$ cat src/rtl/mantissa_divider.sv
// mantissa_divider: iterative restoring divider for normalized floating-point
// significands. It resolves one quotient bit per clock over WIDTH+1 steps.
// A final NORM cycle then registers a one-position-normalized, truncated
// quotient, an exponent-adjust flag, a sticky bit and a divide-by-zero flag.
module mantissa_divider #(
  parameter int WIDTH = 24
) (
  input  logic             clk,
  input  logic             rst,
  input  logic             start,
  input  logic [WIDTH-1:0] a,
  input  logic [WIDTH-1:0] b,
  output logic             busy,
  output logic             done,
  output logic [WIDTH-1:0] q,
  output logic             exp_adj,
  output logic             sticky,
  output logic             div_by_zero
);

  localparam int CW = $clog2(WIDTH + 1);

  typedef enum logic [1:0] {
    S_IDLE,
    S_CALC,
    S_NORM
  } state_t;

  state_t r_state;
  state_t w_state_next;

  logic [CW-1:0]    r_cnt;       // remaining restoring steps minus one
  logic [WIDTH-1:0] r_b;         // latched divisor
  logic [WIDTH:0]   r_rem;       // partial remainder, one guard bit wide
  logic [WIDTH:0]   r_quo;       // raw quotient Q = floor((a << WIDTH) / b)
  logic             r_dbz;       // divisor was zero at acceptance

  logic [WIDTH+1:0] w_trial;     // remainder minus divisor, with sign bit
  logic             w_ge;        // trial subtraction did not go negative
  logic [WIDTH:0]   w_rem_sel;
  logic [WIDTH:0]   w_rem_shift;
  logic [WIDTH:0]   w_quo_shift;

  // One restoring step: subtract, keep the difference only if non-negative,
  // and shift the decision into the quotient.
  always_comb begin
    w_trial     = {1'b0, r_rem} - {2'b00, r_b};
    w_ge        = ~w_trial[WIDTH+1];
    w_rem_sel   = w_ge ? w_trial[WIDTH:0] : r_rem;
    w_rem_shift = {w_rem_sel[WIDTH-1:0], 1'b0};
    w_quo_shift = {r_quo[WIDTH-1:0], w_ge};
  end

  assign busy = (r_state != S_IDLE);

  // State register.
  always_ff @(posedge clk or posedge rst) begin
    if (rst) begin
      r_state <= S_IDLE;
    end else begin
      r_state <= w_state_next;
    end
  end

  // Next-state logic: IDLE -> CALC on start, CALC -> NORM after the last
  // step, NORM always returns to IDLE.
  always_comb begin
    w_state_next = r_state;
    case (r_state)
      S_IDLE:  if (start) w_state_next = S_CALC;
      S_CALC:  if (r_cnt == '0) w_state_next = S_NORM;
      S_NORM:  w_state_next = S_IDLE;
      default: w_state_next = S_IDLE;
    endcase
  end

  // Datapath and registered results. These cover operand latch, iteration
  // and normalization. start outside IDLE is ignored, so a request made
  // mid-operation cannot corrupt the operands.
  always_ff @(posedge clk or posedge rst) begin
    if (rst) begin
      r_cnt       <= '0;
      r_b         <= '0;
      r_rem       <= '0;
      r_quo       <= '0;
      r_dbz       <= 1'b0;
      done        <= 1'b0;
      q           <= '0;
      exp_adj     <= 1'b0;
      sticky      <= 1'b0;
      div_by_zero <= 1'b0;
    end else begin
      case (r_state)
        S_IDLE: begin
          done <= 1'b0;
          if (start) begin
            r_b   <= b;
            r_rem <= {1'b0, a};
            r_quo <= '0;
            r_cnt <= CW'(WIDTH);
            r_dbz <= (b == '0);
          end
        end
        S_CALC: begin
          r_rem <= w_rem_shift;
          r_quo <= w_quo_shift;
          if (r_cnt != '0) r_cnt <= r_cnt - CW'(1);
        end
        S_NORM: begin
          done        <= 1'b1;
          div_by_zero <= r_dbz;
          if (r_dbz) begin
            // A zero divisor still took the full latency; the result saturates.
            q       <= '1;
            exp_adj <= 1'b0;
            sticky  <= 1'b0;
          end else if (r_quo[WIDTH]) begin
            q       <= r_quo[WIDTH:1];
            exp_adj <= 1'b0;
            sticky  <= r_quo[0] | (r_rem != '0);
          end else begin
            q       <= r_quo[WIDTH-1:0];
            exp_adj <= 1'b1;
            sticky  <= (r_rem != '0);
          end
        end
        default: begin
          done <= 1'b0;
        end
      endcase
    end
  end

endmodule

$ cat config.mk
export PLATFORM = sky130hd
export DESIGN_NAME = mantissa_divider
export DESIGN_NICKNAME = d
export VERILOG_FILES = /design/src/rtl/mantissa_divider.sv
export SDC_FILE = /design/constraint.sdc
export NUM_CORES = 1
export LEC_CHECK = 0
export CORE_UTILIZATION = 55
export CTS_BUF_LIST = sky130_fd_sc_hd__clkbuf_2
export CTS_CLUSTER_DIAMETER = 150
export DETAILED_ROUTE_END_ITERATION = 7
export PLACE_DENSITY = 0.8
export SLEW_MARGIN = 10
export SYNTH_ARGS = -nofsm -noshare
export SYNTH_HDL_FRONTEND = slang
export SYNTH_SLANG_ARGS = --single-unit
export TNS_END_PERCENT = 1
$ cat constraint.sdc
create_clock -name clk -period 6.9 [get_ports clk]
set_input_delay 1.035 -clock clk [delete_from_list [all_inputs] [get_ports clk]]
set_output_delay 1.035 -clock clk [all_outputs]
set_load 0.01 [all_outputs]
==> results of run 1 <==
[critical path, stage by stage, from the launching register on]
cell and delay, ns:
sky130_fd_sc_hd__dfrtp_1 0.48, sky130_fd_sc_hd__ha_1 0.40, sky130_fd_sc_hd__nand2_1 0.13, sky130_fd_sc_hd__o21ai_1 0.29, sky130_fd_sc_hd__nor4_1 0.12, sky130_fd_sc_hd__a21oi_2 0.16
sky130_fd_sc_hd__nand2_2 0.10, sky130_fd_sc_hd__o41ai_4 0.50, sky130_fd_sc_hd__buf_4 0.43, sky130_fd_sc_hd__nand2_1 0.14, sky130_fd_sc_hd__o31a_1 0.32
[metal layers]
layer | wire length, um | vias to the layer above | track usage [%] | share of wire [%]
met3 | 680 | 20 | 4.60 | 4.7
met5 | 0 | - | 0 | 0
met1 | 6530 | 2468 | 34.8 | 45
met4 | 246 | 0 | 8.49 | 1.7
li1 | - | 2597 | - | -
met2 | 7040 | 147 | 44.9 | 49
[stage by stage]
step / instance area, um^2 / hold slack, ns
after floorplan: 6280 / 0.452
after global placement: 7150 / 0.469
after detailed placement: 7150 / 0.474
after CTS: 7260 / 0.527
after global routing: 7260 / 0.550
final: 7260 / 0.521
[Yosys cell counts, types with 4 or more instances]
master	n
sky130_fd_sc_hd__nand2_1	147
sky130_fd_sc_hd__dfrtp_1	110
sky130_fd_sc_hd__o21ai_0	59
sky130_fd_sc_hd__a21oi_1	56
sky130_fd_sc_hd__mux2i_1	44
sky130_fd_sc_hd__nor2_1	42
sky130_fd_sc_hd__inv_1	37
sky130_fd_sc_hd__clkbuf_1	32
sky130_fd_sc_hd__ha_1	26
sky130_fd_sc_hd__and3_1	18
sky130_fd_sc_hd__xnor2_1	16
sky130_fd_sc_hd__nand3_1	14
sky130_fd_sc_hd__nor4_1	14
sky130_fd_sc_hd__nor3_1	10
sky130_fd_sc_hd__o31ai_1	7
sky130_fd_sc_hd__xor2_1	6
sky130_fd_sc_hd__nand4_1	5
sky130_fd_sc_hd__o21a_1	5
sky130_fd_sc_hd__a211oi_1	4
sky130_fd_sc_hd__a21o_1	4
sky130_fd_sc_hd__buf_1	4
sky130_fd_sc_hd__nand2b_1	4
sky130_fd_sc_hd__nor2b_1	4
sky130_fd_sc_hd__o21ai_1	4
[worst max path at each step]
stage | endpoint | slack [ns] | cells past startpoint
6_report | r_rem[20] | 3.76 | 10
2_1_floorplan | div_by_zero | 2.96 | 1
3_5_place_dp | r_rem[20] | 3.87 | 10
4_1_cts | r_rem[20] | 3.84 | 10
5_1_grt | r_rem[20] | 3.61 | 10
3_3_place_gp | r_rem[23] | 3.96 | 7
[state kept, by name (all words and copies together), names as in the netlist]
signal and count:
r_dbz 1, r_rem 25, q 24, r_quo 25
r_cnt 5, exp_adj 1, r_state 2, div_by_zero 1
done 1, sticky 1, r_b 24
[power by group through the flow]
| stage | registers [mW] | logic, mW | clock network (mW) |
|---|---|---|---|
| global placement | 1.12 | 2.31 | 0 |
| CTS | 1.12 | 2.41 | 0.313 |
| detailed placement | 1.13 | 2.39 | 0 |
| floorplan | 1.08 | 1.90 | 0 |
| finish | 1.12 | 2.42 | 0.306 |
| global route | 1.15 | 2.70 | 0.342 |
[area by class of cell]
type	instances	area [um^2]	area share, %
Clock buffer	9	45.0	0.620
Clock inverter	6	70.1	0.965
Inverter	37	141	1.95
Multi-Input combinational cell	533	3230	44.4
Sequential cell	110	2750	37.9
Tap cell	140	175	2.41
Timing Repair Buffer	87	851	11.7
[cell families after synthesis]
kind of cell | after synthesis
AND/OR/NAND/NOR | 270
AO/OA/AOI/OAI | 170
multiplexers | 44
XOR/XNOR | 22
buffers and inverters | 77
adder cells (fa/ha/maj) | 27
flip-flops | 110
==> flow_summary_export.csv, run 1 <==
group,metric,value,unit
clock_tree,cts_tree,"built",
critical_path,critical_path_arrival,3.69,ns
critical_path,startpoint,"r_rem[11]",
global_route,first_global_vias,5271,
synthesis,yosys.cell_types.count,56,
power,power,3.85,mW
synthesis,synthesis.nets,798,
sta,maxClockFrequency,0.318,GHz
sta,rsz0062_at_grt,"false",
detailed_routing,dr.first_iter.drc_count,378,
clock_tree,ctsResizeCount,0,
power,netSwitchingFraction,46.6,%
global_route,grt_first_pass_wirelength,24.5,mm
sta,relSlewSlack,26.9,%
clock_tree,post-cts-setup-buffer-count,0,
synthesis,ys_warn_count,0,
sta,finalHoldViolCount,0,
die,io_pins,80,
sta,post-route-worst-setup-slack,3.76,ns
finish,most_frequent_standard_cell_in_the_layout_excluding_fill_and_tap_cells,"sky130_fd_sc_hd__nand2_1",
synthesis,synth.cell_area,6280,um^2
critical_path,r2r_setup_slack,3.76,ns
sta,final.setup_skew,0.0329,ns
clock_tree,cts_num_sinks,110,
finish,layout.cells.most_common_list,"147 x sky130_fd_sc_hd__nand2_1, 110 x sky130_fd_sc_hd__dfrtp_1, 79 x sky130_fd_sc_hd__clkdlybuf4s50_1",
placement,port_buffer_count,79,
finish,layout-area-overhead-vs-synth,15.7,%
global_route,antenna_found_initial,0,
flow_run,cap_violations,0,
finish,filler_cell_count,906,
outcome,status,"completed",
sta,final-max-slew-violation-count,0,
power,share_seq_of_total_power,29.1,%
critical_path,cp-end-kind,"register",
critical_path,worstSetupStartpointType,"register",
synthesis,synth-adder-area-share,5.50,%
sta,finalCriticalPeriod,3.14,ns
synthesis,synth_sequential_area_ratio,43.8,%
placement,hpwl,10.3,mm
synthesis,synth_simple_gate_area_share,19.1,%
finish,drive_gt1_share,5.50,%
finish,layout.cells.non_filler,922,
synthesis,combinational_family_with_the_most_area_after_synthesis,"simple AND/OR/NAND/NOR gates",
clock_tree,worstSkewPairLatency,0.62,ns
finish,antenna_cells,0,
die,site_row_count,38,
detailed_routing,routed_wl,14.5,mm
global_route,grt-ovfl-total,0,
detailed_routing,number_of_vias_per_cell_after_detailed_routing,5.67,
worst_hold_path,worst_hold_path_type,"register to register",
synthesis,synth_area_leaders,"sky130_fd_sc_hd__dfrtp_1 44%, sky130_fd_sc_hd__nand2_1 8.8%, sky130_fd_sc_hd__mux2i_1 7.0%, sky130_fd_sc_hd__ha_1 5.2%, sky130_fd_sc_hd__o21ai_0 4.7%",
detailed_routing,avgRoutedWirePerCell,15.7,um
synthesis,synth_area_leader_cell,"sky130_fd_sc_hd__dfrtp_1",
power,ir_drop,291,uV
synthesis,synth_async_sr_flop_share,100,%
finish,nets,856,
synthesis,post_synth_mux_area_share,7.01,%
placement,pre_cts_slack,3.87,ns
detailed_routing,dr.pass1.iters,6,
sta,finalSetupViolCount,0,
die,design.core.area,11000,um^2
critical_path,worst_path_max_fanout,22,
detailed_routing,routed-via-count,5232,
clock_tree,cts-hold-fix-buffers,0,
critical_path,timing.rr.end,"r_rem[20]",
power,power.combinational.fraction,62.9,%
worst_hold_path,whs_endpoint,"div_by_zero",
synthesis,synth-seq-cells,110,
detailed_routing,route.antenna.remaining_nets,0,
synthesis,synth_edf_count,0,
detailed_routing,post-route-drc-count,0,
placement,dp.cells,907,
critical_path,criticalPathCategory,"register to register",
global_route,groute.usage.overall,26.6,%
clock_tree,htree_levels,3,
synthesis,synth_top_cell_area_share,43.8,%
synthesis,ys.flop_type,"sky130_fd_sc_hd__dfrtp_1",
power,leakage,3.18,nW
synthesis,synth_compound_area_share,16.6,%
critical_path,worst_r2r_path_depth,10,
clock_tree,cts_max_path_buffers,2,
clock_tree,ctsRootBufferMaster,"sky130_fd_sc_hd__clkbuf_2",
power,power_density,530,nW/um^2
power,p_int,2.06,mW
sta,timing.setup.tns,0,ns
die,chipWidth,109,um
placement,globalplace.congestion,0.961,
synthesis,synthCells,720,
die,die-area,11800,um^2
sta,worstMarginPinSlew,1.09,ns
synthesis,post_synth_xor_area_fraction,3.07,%
critical_path,cp.required,7.44,ns
sta,final.period_utilization,45.6,%
clock_tree,cts.clk_slew.worst_paths,0.29,ns
power,clockPowerShare,7.9,%
synthesis,syn_area_cell,8.72,um^2
worst_hold_path,startpoint_of_the_lowest_slack_hold_path,"div_by_zero",
clock_tree,number_of_buffers_added_by_the_clock_tree_synthesis_step,9,
global_route,grt_max_degree,99,
power,net-switching-power,1.79,mW
worst_hold_path,holdPathStages,2,
critical_path,worstReg2RegStart,"r_rem[11]",
die,initial_core_util,57.2,%
finish,postLayoutCoreUtil,66.1,%
die,chipHeight,109,um
Note: power is estimated with default switching activity, not from simulation.
==> run 2: changes to the inputs <==
clock period = 3 ns   (was 6.9 ns; I/O delays follow)
==> run 2 against run 1 <==
  * Highest routed layer unchanged
  * Critical path type unchanged
  * Die area unchanged
  * Final area increased by 1.9%
  * Largest power group unchanged
  * Critical path depth unchanged
==> flow_summary_export.csv, run 2 (synthesized netlist as in run 1, its figures left out) <==
group,metric,value,unit
outcome,status,"completed",
detailed_routing,number_of_vias_per_cell_after_detailed_routing,5.75,
finish,largest_registers_in_the_final_layout,"r_quo x25, r_rem x25",
detailed_routing,route.antenna.remaining_nets,0,
die,design.core.area,11000,um^2
clock_tree,cts-hold-fix-buffers,0,
sta,rsz0062_at_grt,"false",
critical_path,criticalPathCategory,"register to register",
sta,final.period_utilization,93.3,%
die,chipHeight,109,um
clock_tree,cts.clk_slew.worst_paths,0.31,ns
global_route,grt_first_pass_wirelength,25.1,mm
die,site_row_count,38,
critical_path,critical_path_arrival,3.38,ns
finish,nets,868,
finish,layout-area-overhead-vs-synth,17.9,%
finish,most_frequent_standard_cell_in_the_layout_excluding_fill_and_tap_cells,"sky130_fd_sc_hd__nand2_1",
placement,globalplace.congestion,0.946,
global_route,grt_max_degree,46,
critical_path,cp.required,3.59,ns
die,initial_core_util,57.2,%
sta,finalHoldViolCount,0,
finish,antenna_cells,0,
clock_tree,ctsRootBufferMaster,"sky130_fd_sc_hd__clkbuf_2",
placement,hpwl,11.2,mm
global_route,groute.usage.overall,27.4,%
detailed_routing,routed_wl,15.0,mm
detailed_routing,routed-via-count,5374,
power,power_density,1210,nW/um^2
sta,finalCriticalPeriod,2.80,ns
power,leakage,3.26,nW
power,ir_drop,752,uV
critical_path,cp-end-kind,"register",
sta,final-max-slew-violation-count,0,
detailed_routing,post-route-drc-count,0,
clock_tree,worstSkewPairLatency,0.64,ns
placement,port_buffer_count,79,
detailed_routing,dr.pass1.iters,5,
sta,final.setup_skew,0.0353,ns
finish,drive_gt1_share,7.30,%
finish,layout.cells.most_common_list,"147 x sky130_fd_sc_hd__nand2_1, 110 x sky130_fd_sc_hd__dfrtp_1, 79 x sky130_fd_sc_hd__clkdlybuf4s50_1",
clock_tree,cts_tree,"built",
detailed_routing,avgRoutedWirePerCell,16.0,um
sta,relSlewSlack,51.7,%
sta,timing.setup.tns,0,ns
power,power,8.98,mW
clock_tree,cts_max_path_buffers,2,
detailed_routing,dr.first_iter.drc_count,313,
flow_run,cap_violations,0,
clock_tree,number_of_buffers_added_by_the_clock_tree_synthesis_step,9,
global_route,first_global_vias,5226,
critical_path,worst_path_max_fanout,13,
die,chipWidth,109,um
critical_path,worstSetupStartpointType,"register",
sta,worstMarginPinSlew,0.723,ns
global_route,grt-ovfl-total,0,
sta,maxClockFrequency,0.357,GHz
sta,finalSetupViolCount,0,
die,io_pins,80,
die,die-area,11800,um^2
worst_hold_path,worst_hold_path_type,"input port to asynchronous set/reset pin",
clock_tree,htree_levels,3,
clock_tree,cts_num_sinks,110,
global_route,antenna_found_initial,0,
[run 2: cell count changes in the layout (fill, tap and decap cells not counted), sizes merged]
cell / delta
buf: +12
clkinv: +2
clkinvlp: -1
inv: -1
clkbuf: +1
[run 2: layer usage]
layer  GRT usage [%]  up-vias  share of wire (%)
met4            10.9        0                3.0
met3            4.48       28                4.2
li1                -     2623                  -
met1            35.7     2571                 44
met5               0        -                  0
met2            45.7      152                 48
[run 2: worst max-delay path, cell delays in order, from the launching register on]
cell and delay [ns]:
sky130_fd_sc_hd__dfrtp_1 0.53, sky130_fd_sc_hd__ha_1 0.39, sky130_fd_sc_hd__o21ai_1 0.12, sky130_fd_sc_hd__o21ai_1 0.15
sky130_fd_sc_hd__o211ai_1 0.17, sky130_fd_sc_hd__a21oi_2 0.21, sky130_fd_sc_hd__nand2_2 0.09, sky130_fd_sc_hd__o41ai_4 0.35
sky130_fd_sc_hd__buf_4 0.31, sky130_fd_sc_hd__nand2_1 0.10, sky130_fd_sc_hd__o31a_1 0.31
[run 2: repair_timing]
item                                    CTS  global route
endpoints found under the setup margin    0             3
buffers inserted                          0             0
gates resized for setup                   0             3
[run 2: stage by stage]
| stage | area [um^2] | utilization [%] | hold WS [ns] | instances | worst slack [ns] |
|---|---|---|---|---|---|
| floorplan | 6280 | - | 0.452 | 720 | 0.414 |
| global placement | 7260 | 66.1 | 0.466 | 919 | 0.284 |
| detailed placement | 7260 | 66.1 | 0.467 | 919 | 0.204 |
| CTS | 7380 | 67.2 | 0.206 | 935 | 0.160 |
| global route | 7400 | 67.4 | 0.187 | 935 | 0.00691 |
| finish | 7400 | 67.4 | 0.208 | 935 | 0.202 |
[run 2: report_power, final]
group          switching, mW  internal [mW]  total (mW)
registers              0.477           2.10        2.57
logic                   3.15           2.54        5.69
clock network          0.518          0.204       0.723
total                   4.15           4.84        8.98
[run 2: final timing paths]
path	from	end	slack, ns	depth (start not counted)
setup / recovery	r_rem[11]	r_rem[20]	0.20	10
hold / removal	rst	r_rem[2]	0.21	2
setup reg to reg	r_rem[11]	r_rem[20]	0.20	10
hold reg to reg	done	done	0.53	2
max in group asynchronous	rst	r_quo[22]	2.13	3
min in group clk	a[0]	r_rem[0]	0.37	3
[run 2: final cells by class]
cell class / count / area, um^2
Timing Repair Buffer: 99 / 966
Clock buffer: 10 / 50.0
Tap cell: 140 / 175
Inverter: 37 / 143
Fill cell: 951 / 3580
Multi-Input combinational cell: 533 / 3240
Clock inverter: 6 / 70.1
Sequential cell: 110 / 2750
